<file path="config.mk">
export PLATFORM = sky130hd
export DESIGN_NAME = operar_vetores_acc_flat
export DESIGN_NICKNAME = d
export VERILOG_FILES = /design/src/rtl/operar_vetores_pkg.sv /design/src/rtl/operar_vetores_acc_if.sv /design/src/rtl/operar_vetores_alu.sv /design/src/rtl/operar_vetores_acc.sv /design/src/flat_wrapper.sv
export SDC_FILE = /design/constraint.sdc
export NUM_CORES = 1
export LEC_CHECK = 0
export BUFFER_PORTS_ARGS = -buffer_cell sky130_fd_sc_hd__buf_2
export CORE_AREA = 2 2 39 41
export CTS_CLUSTER_DIAMETER = 50
export DETAILED_ROUTE_END_ITERATION = 12
export DIE_AREA = 0 0 41 43
export PLACE_DENSITY = 0.77
export SYNTH_ARGS = -nofsm -noshare
export SYNTH_HDL_FRONTEND = slang
export SYNTH_HIERARCHICAL = 1
export SYNTH_SLANG_ARGS = --single-unit
</file>
<file path="constraint.sdc">
create_clock -name clk -period 1.46 [get_ports clk]
set_input_delay 0.073 -clock clk [delete_from_list [all_inputs] [get_ports clk]]
set_output_delay 0.073 -clock clk [all_outputs]
set_load 0.005 [all_outputs]
</file>
<file path="src/rtl/operar_vetores_pkg.sv">
// -----------------------------------------------------------------------------
// operar_vetores_pkg
// Shared definitions for the registered vector operator:
//   op_t    : operation encodings (value 2'b11 is reserved and treated as OR)
//   state_t : group-tracking state (OCIOSO = no group open, ACUMULANDO = open)
// -----------------------------------------------------------------------------
package operar_vetores_pkg;

   localparam int OP_W = 2;

   typedef enum logic [OP_W-1:0] {
      OP_OR  = 2'b00,
      OP_AND = 2'b01,
      OP_XOR = 2'b10
   } op_t;

   typedef enum logic {
      OCIOSO     = 1'b0,
      ACUMULANDO = 1'b1
   } state_t;

endpackage : operar_vetores_pkg

</file>
<file path="src/rtl/operar_vetores_acc_if.sv">
// -----------------------------------------------------------------------------
// operar_vetores_acc_if
// Operand/result stream bundle for operar_vetores_acc.
//   master : operand producer + result consumer side (drives in_valid, a, b,
//            op, acumular, out_ready)
//   slave  : the operator block (drives in_ready, out_valid and result outputs)
// -----------------------------------------------------------------------------
interface operar_vetores_acc_if #(
   parameter int WIDTH = 3,
   parameter int DEPTH = 4
);
   localparam int CNT_W = (DEPTH > 1) ? $clog2(DEPTH) : 1;

   logic                 in_valid;
   logic                 in_ready;
   logic [WIDTH-1:0]     a;
   logic [WIDTH-1:0]     b;
   logic [1:0]           op;
   logic                 acumular;
   logic                 out_valid;
   logic                 out_ready;
   logic [WIDTH-1:0]     saida_bit_a_bit;
   logic                 saida_or_logico;
   logic [2*WIDTH-1:0]   saida_not;
   logic [CNT_W-1:0]     contagem;

   modport master (
      output in_valid, a, b, op, acumular, out_ready,
      input  in_ready, out_valid, saida_bit_a_bit, saida_or_logico,
             saida_not, contagem
   );

   modport slave (
      input  in_valid, a, b, op, acumular, out_ready,
      output in_ready, out_valid, saida_bit_a_bit, saida_or_logico,
             saida_not, contagem
   );

endinterface : operar_vetores_acc_if

</file>
<file path="src/rtl/operar_vetores_alu.sv">
// -----------------------------------------------------------------------------
// operar_vetores_alu
// Combinational WIDTH-bit bitwise operator z = op(x, y).
//   x_i, y_i : operands
//   op_i     : OP_OR / OP_AND / OP_XOR; the reserved code falls back to OR
//   z_o      : result
// -----------------------------------------------------------------------------
module operar_vetores_alu
   import operar_vetores_pkg::*;
#(
   parameter int WIDTH = 3
) (
   input  logic [WIDTH-1:0] x_i,
   input  logic [WIDTH-1:0] y_i,
   input  logic [1:0]       op_i,
   output logic [WIDTH-1:0] z_o
);

   always_comb begin
      z_o = x_i | y_i;
      case (op_i)
         OP_AND:  z_o = x_i & y_i;
         OP_XOR:  z_o = x_i ^ y_i;
         default: z_o = x_i | y_i;
      endcase
   end

endmodule : operar_vetores_alu

</file>
<file path="src/rtl/operar_vetores_acc.sv">
// -----------------------------------------------------------------------------
// operar_vetores_acc
// Registered vector operator with valid/ready streaming and a one-entry
// output register. Optional accumulate mode (macro OPERAR_VETORES_ACUM_EN)
// folds DEPTH consecutive beats into one result.
//   clk   : clock, rising edge
//   rst_n : asynchronous active-low reset
//   bus   : operar_vetores_acc_if.slave
//           in_valid/in_ready, a, b, op, acumular  -> operand beat
//           out_valid/out_ready, saida_bit_a_bit, saida_or_logico,
//           saida_not, contagem                     -> result side
// Without OPERAR_VETORES_ACUM_EN every beat is single mode, acumular is
// ignored and contagem is tied to zero.
// -----------------------------------------------------------------------------
module operar_vetores_acc
   import operar_vetores_pkg::*;
#(
   parameter int WIDTH = 3,
   parameter int DEPTH = 4
) (
   input logic                  clk,
   input logic                  rst_n,
   operar_vetores_acc_if.slave  bus
);

   localparam int CNT_W = (DEPTH > 1) ? $clog2(DEPTH) : 1;

   logic                 out_valid_q, out_valid_d;
   logic [WIDTH-1:0]     res_q, res_d;
   logic [2*WIDTH-1:0]   not_q, not_d;

   logic                 beat_fire;
   logic [1:0]           beat_op;
   logic [WIDTH-1:0]     beat_res;

   // Drain-and-refill in the same cycle is allowed, so ready looks through
   // to the consumer.
   assign bus.in_ready = !out_valid_q || bus.out_ready;
   assign beat_fire    = bus.in_valid && bus.in_ready;

   operar_vetores_alu #(.WIDTH(WIDTH)) u_alu_beat (
      .x_i  (bus.a),
      .y_i  (bus.b),
      .op_i (beat_op),
      .z_o  (beat_res)
   );

   always_ff @(posedge clk or negedge rst_n) begin
      if (!rst_n) begin
         out_valid_q <= 1'b0;
         res_q       <= '0;
         not_q       <= '0;
      end else begin
         out_valid_q <= out_valid_d;
         res_q       <= res_d;
         not_q       <= not_d;
      end
   end

`ifdef OPERAR_VETORES_ACUM_EN
   state_t               state_q, state_d;
   logic [WIDTH-1:0]     acc_q, acc_d;
   logic [1:0]           op_q, op_d;
   logic [CNT_W-1:0]     cnt_q, cnt_d;
   logic [WIDTH-1:0]     fold_res;

   // Inside a group the operation latched on the first beat applies to both
   // the operand pair and the fold; the live op input is ignored.
   assign beat_op = (state_q == ACUMULANDO) ? op_q : bus.op;

   operar_vetores_alu #(.WIDTH(WIDTH)) u_alu_fold (
      .x_i  (acc_q),
      .y_i  (beat_res),
      .op_i (op_q),
      .z_o  (fold_res)
   );

   always_ff @(posedge clk or negedge rst_n) begin
      if (!rst_n) begin
         state_q <= OCIOSO;
         acc_q   <= '0;
         op_q    <= '0;
         cnt_q   <= '0;
      end else begin
         state_q <= state_d;
         acc_q   <= acc_d;
         op_q    <= op_d;
         cnt_q   <= cnt_d;
      end
   end

   always_comb begin
      state_d     = state_q;
      acc_d       = acc_q;
      op_d        = op_q;
      cnt_d       = cnt_q;
      res_d       = res_q;
      not_d       = not_q;
      // A result taken this cycle clears valid unless a new one loads below.
      out_valid_d = out_valid_q && !bus.out_ready;

      if (beat_fire) begin
         not_d = ~{bus.a, bus.b};
         case (state_q)
            OCIOSO: begin
               if (bus.acumular) begin
                  acc_d   = beat_res;
                  op_d    = bus.op;
                  cnt_d   = CNT_W'(1);
                  state_d = ACUMULANDO;
               end else begin
                  res_d       = beat_res;
                  out_valid_d = 1'b1;
               end
            end
            ACUMULANDO: begin
               acc_d = fold_res;
               if (cnt_q == CNT_W'(DEPTH - 1)) begin
                  res_d       = fold_res;
                  out_valid_d = 1'b1;
                  cnt_d       = '0;
                  state_d     = OCIOSO;
               end else begin
                  cnt_d = cnt_q + CNT_W'(1);
               end
            end
            default: state_d = OCIOSO;
         endcase
      end
   end

   assign bus.contagem = cnt_q;
`else
   logic unused_acumular;

   assign beat_op         = bus.op;
   assign unused_acumular = bus.acumular;

   always_comb begin
      res_d       = res_q;
      not_d       = not_q;
      out_valid_d = out_valid_q && !bus.out_ready;
      if (beat_fire) begin
         not_d       = ~{bus.a, bus.b};
         res_d       = beat_res;
         out_valid_d = 1'b1;
      end
   end

   assign bus.contagem = '0;
`endif

   assign bus.out_valid       = out_valid_q;
   assign bus.saida_bit_a_bit = res_q;
   assign bus.saida_or_logico = |res_q;
   assign bus.saida_not       = not_q;

endmodule : operar_vetores_acc

</file>
<file path="src/flat_wrapper.sv">
// flat-port wrapper written by rule: the top's interface ports become plain ports
module operar_vetores_acc_flat import operar_vetores_pkg::*;
#(
   parameter int WIDTH = 3,
   parameter int DEPTH = 4
)
  (clk, rst_n, bus_in_valid, bus_a, bus_b, bus_op, bus_acumular, bus_out_ready, bus_in_ready, bus_out_valid, bus_saida_bit_a_bit, bus_saida_or_logico, bus_saida_not, bus_contagem);
  operar_vetores_acc_if #(.WIDTH(WIDTH), .DEPTH(DEPTH)) bus_i ();
  input logic clk;
  input logic rst_n;
  input wire logic [$bits(bus_i.in_valid)-1:0] bus_in_valid;
  input wire logic [$bits(bus_i.a)-1:0] bus_a;
  input wire logic [$bits(bus_i.b)-1:0] bus_b;
  input wire logic [$bits(bus_i.op)-1:0] bus_op;
  input wire logic [$bits(bus_i.acumular)-1:0] bus_acumular;
  input wire logic [$bits(bus_i.out_ready)-1:0] bus_out_ready;
  output wire logic [$bits(bus_i.in_ready)-1:0] bus_in_ready;
  output wire logic [$bits(bus_i.out_valid)-1:0] bus_out_valid;
  output wire logic [$bits(bus_i.saida_bit_a_bit)-1:0] bus_saida_bit_a_bit;
  output wire logic [$bits(bus_i.saida_or_logico)-1:0] bus_saida_or_logico;
  output wire logic [$bits(bus_i.saida_not)-1:0] bus_saida_not;
  output wire logic [$bits(bus_i.contagem)-1:0] bus_contagem;
  assign bus_i.in_valid = bus_in_valid;
  assign bus_i.a = bus_a;
  assign bus_i.b = bus_b;
  assign bus_i.op = bus_op;
  assign bus_i.acumular = bus_acumular;
  assign bus_i.out_ready = bus_out_ready;
  assign bus_in_ready = bus_i.in_ready;
  assign bus_out_valid = bus_i.out_valid;
  assign bus_saida_bit_a_bit = bus_i.saida_bit_a_bit;
  assign bus_saida_or_logico = bus_i.saida_or_logico;
  assign bus_saida_not = bus_i.saida_not;
  assign bus_contagem = bus_i.contagem;
  operar_vetores_acc #(.WIDTH(WIDTH), .DEPTH(DEPTH)) u_core (.clk(clk), .rst_n(rst_n), .bus(bus_i));
endmodule
</file>
==> flow_metrics.env <==
export IMPL_drc=0
export IMPL_netlist_area_sq_um=604
export IMPL_final_core_utilization=0.550
export IMPL_critPathCaptureType="output port"
export IMPL_yosys_register_bits=10
export IMPL_post_drt_via_cell_ratio=4.86
export IMPL_antenna_violations_before_repair=0
export IMPL_hold_class="input pin to flop"
export IMPL_cts_root_buf="clkbuf_4"
export IMPL_design_final_nets=103
export IMPL_grtUsageTotal=0.144
export IMPL_crit_slowest_cell="dfrtp_1"
export IMPL_clock_tree_from_tritoncts="done"
export IMPL_via_count_of_the_first_global_routing_pass=428
export IMPL_max_cap_violations=0
export IMPL_critPathLaunch="u_core/bus.saida_bit_a_bit[1]"
export IMPL_tritoncts_num_buffers=3
export IMPL_initial_core_util=0.437
export IMPL_clkSinkCount=10
export IMPL_total_leakage_power_nw=0.455
export IMPL_io_buffers=23
export IMPL_syn_instance_count=54
export IMPL_max_vdd_ir_drop_mv=0.363
export IMPL_wire_per_inst_microns=11.1
export IMPL_power_density_mw_per_mm2=956
export IMPL_setup_total_negative_slack_ns=0
export IMPL_unrepaired_setup_endpoints_after_global_routing="false"
export IMPL_boundaryPins=27
export IMPL_syn_area_per_cell_sq_um=11.2
export IMPL_path_cells="or3_1 -> buf_2"
export IMPL_crit_required_ns=1.39
export IMPL_initialDrtViolationCount=3
export IMPL_dieHeight_microns=43
export IMPL_min_period_over_period=0.819
export IMPL_area_growth_pct=25.9
export IMPL_global_route_peak_usage_layer="met2"
export IMPL_synth_top_cells_by_area="dfrtp_1 (41%), ha_1 (17%), mux2i_1 (8.3%)"
export IMPL_count_of_antenna_diodes_in_the_layout=0
export IMPL_synth_warning_count=6
export IMPL_power_total_uw=727
export IMPL_worstRegToRegCells=3
export IMPL_timing_final_hold_violations=0
export IMPL_num_rows=14
export IMPL_core_area_sq_mm=0.00138
export IMPL_hpwlAfterDp_microns=877
export IMPL_final_setup_viol_count=0
export IMPL_multiInputGateArea_sq_um=294
export IMPL_netlist_cell_type_count=14
export IMPL_critPathArrivalTime_ns=1.12
export IMPL_cts_root_to_sink_buffers=2
export IMPL_h_tree_depth=1
export IMPL_grtUsageMet3=0.0471
export IMPL_globalRouteMet2Util=0.228
export IMPL_r2r_setup_slack_ns=0.40
export IMPL_run_status="completed"
export IMPL_final_max_slew_violation_count=0
export IMPL_cts_clk_slew_worst_paths_ns=0.06
export IMPL_count_of_fill_cells_added_during_filler_insertion=131
export IMPL_clock_latency_ns=0.25
export IMPL_synthDominantCellAreaShare=0.414
export IMPL_critPathLaunchType="flop"
export IMPL_final_period_minus_worst_setup_slack_ns=1.20
export IMPL_post_route_ant_nets=0
export IMPL_pin_count_of_the_biggest_net_entering_global_routing=11
export IMPL_gp_congestion=0.611
export IMPL_whs_ns=0.0229
export IMPL_timing_rr_end="u_core/bus.saida_bit_a_bit[2]"
export IMPL_grt_pass1_wl_mm=1.70
export IMPL_route_vias_total=467
export IMPL_area_sequential_sq_um=250
export IMPL_floorplan_die_area_sq_mm=0.00176
export IMPL_first_pass_iters=4
export IMPL_clock_tree_skew_after_final_layout_ns=0.000899
export IMPL_synth_seq_area_share=0.414
export IMPL_critical_path_max_stage_delay_ns=0.39
export IMPL_clock_fmax_mhz=836
export IMPL_route_final_wire_length_mm=1.06
export IMPL_met1_usage=0.158
export IMPL_drive_above_1_share=0.388
export IMPL_path_depth=2
export IMPL_chipWidth_microns=41
export IMPL_startpoint_to_endpoint_class_of_the_critical_path="flop to output port"
export IMPL_worst_setup_path_end="bus_saida_or_logico"
export IMPL_grt_overflow_total=0
export IMPL_synth_largest_area_cell="dfrtp_1"
export IMPL_critical_path_max_fanout=3
export IMPL_worst_path_dominant_cell_family="flip-flops"
export IMPL_timing_critical_path_buf_inv=1
export IMPL_worst_r2r_startpoint="u_core/bus.out_valid"
==> power by group <==
group	internal, mW	switching (mW)	total [mW]	leakage (nW)
clock	0.0945	0.0812	0.176	0.0138
combinational	0.112	0.0895	0.202	0.327
sequential	0.322	0.0269	0.349	0.115
==> worst min-delay path by stage <==
| stage | start | to | slack (ns) | cells after the start |
|---|---|---|---|---|
| 2_1_floorplan | rst_n | u_core/bus.out_valid | -0.22 | 0 |
| 3_5_place_dp | rst_n | u_core/bus.out_valid | -0.06 | 1 |
| 6_report | bus_b[1] | u_core/bus.saida_not[1] | 0.02 | 2 |
| 4_1_cts | bus_a[1] | u_core/bus.saida_not[4] | 0.02 | 2 |
| 3_3_place_gp | rst_n | u_core/bus.saida_bit_a_bit[0] | -0.06 | 1 |
| 5_1_grt | bus_a[2] | u_core/bus.saida_not[5] | 0.02 | 2 |
==> timing repair <==
action,4_1_cts,5_1_grt
resized for setup,0,0
endpoints found under the hold margin,10,0
hold buffers,1,0
setup buffers,0,0
==> sequential cells by signal (all words and copies together) (netlist names) <==
register                    count
u_core/bus.out_valid            1
u_core/bus.saida_bit_a_bit      3
u_core/bus.saida_not            6
==> cell usage in the layout, fill, tap and decap left out, drive strengths merged <==
cell type	netlist	layout
a21oi	4	4
a221oi	3	3
a31oi	1	1
buf	2	23
clkbuf	0	3
conb	1	2
dfrtp	10	10
dlygate4sd3	0	1
ha	8	8
inv	13	13
mux2	3	3
mux2i	5	5
nand2	1	1
nand2b	1	1
or2b	1	1
or3	1	1
==> per-stage QoR <==
step	instance area (sq um)	worst slack, ns	instances
detailed placement	728	0.180	92
CTS	761	0.252	96
finish	761	0.264	96
global route	761	0.183	96
global placement	728	0.217	92
floorplan	608	0.378	55
==> cells in the mapped netlist <==
library cell and instances:
nand2b_4 1, a31oi_1 1, or3_1 1, dfrtp_1 10, nand2_4 1, mux2i_1 5, a21oi_1 4, or2b_1 1
inv_1 13, a221oi_1 3, ha_1 8, conb_1 1, mux2_4 3, buf_4 2
==> cells by family (layout without fill, tap and decap cells) <==
group | Yosys count | count (layout) | share of synthesized area
buffers and inverters | 15 | 40 | 0.106
flip-flops | 10 | 10 | 0.414
adder cells (fa/ha/maj) | 8 | 8 | 0.166
AO/OA/AOI/OAI | 8 | 8 | 0.0870
multiplexers | 8 | 8 | 0.157
AND/OR/NAND/NOR | 4 | 4 | 0.0642
other | 1 | 2 | 0.00621
==> worst reg2reg max path, cell delays in order, from the launching register on <==
cell      delay (ns)
dfrtp_1         0.40
nand2b_4        0.11
nand2_4         0.12
mux2_4          0.32
==> per-layer routing <==
metal / vias up / wire (microns)
met1: 222 / 434
met3: 2 / 72
met2: 17 / 547
met5: - / 0
li1: 226 / -
met4: 0 / 8
==> area by class of cell <==
type                    instances  share of cell area
multi-input cells              30               0.387
flip-flops and latches         10               0.329
clock buffers                   3              0.0296
well taps                      16              0.0263
repair buffers                 24               0.164
inverters                      13              0.0641
Note: power is estimated with default switching activity, not from simulation.
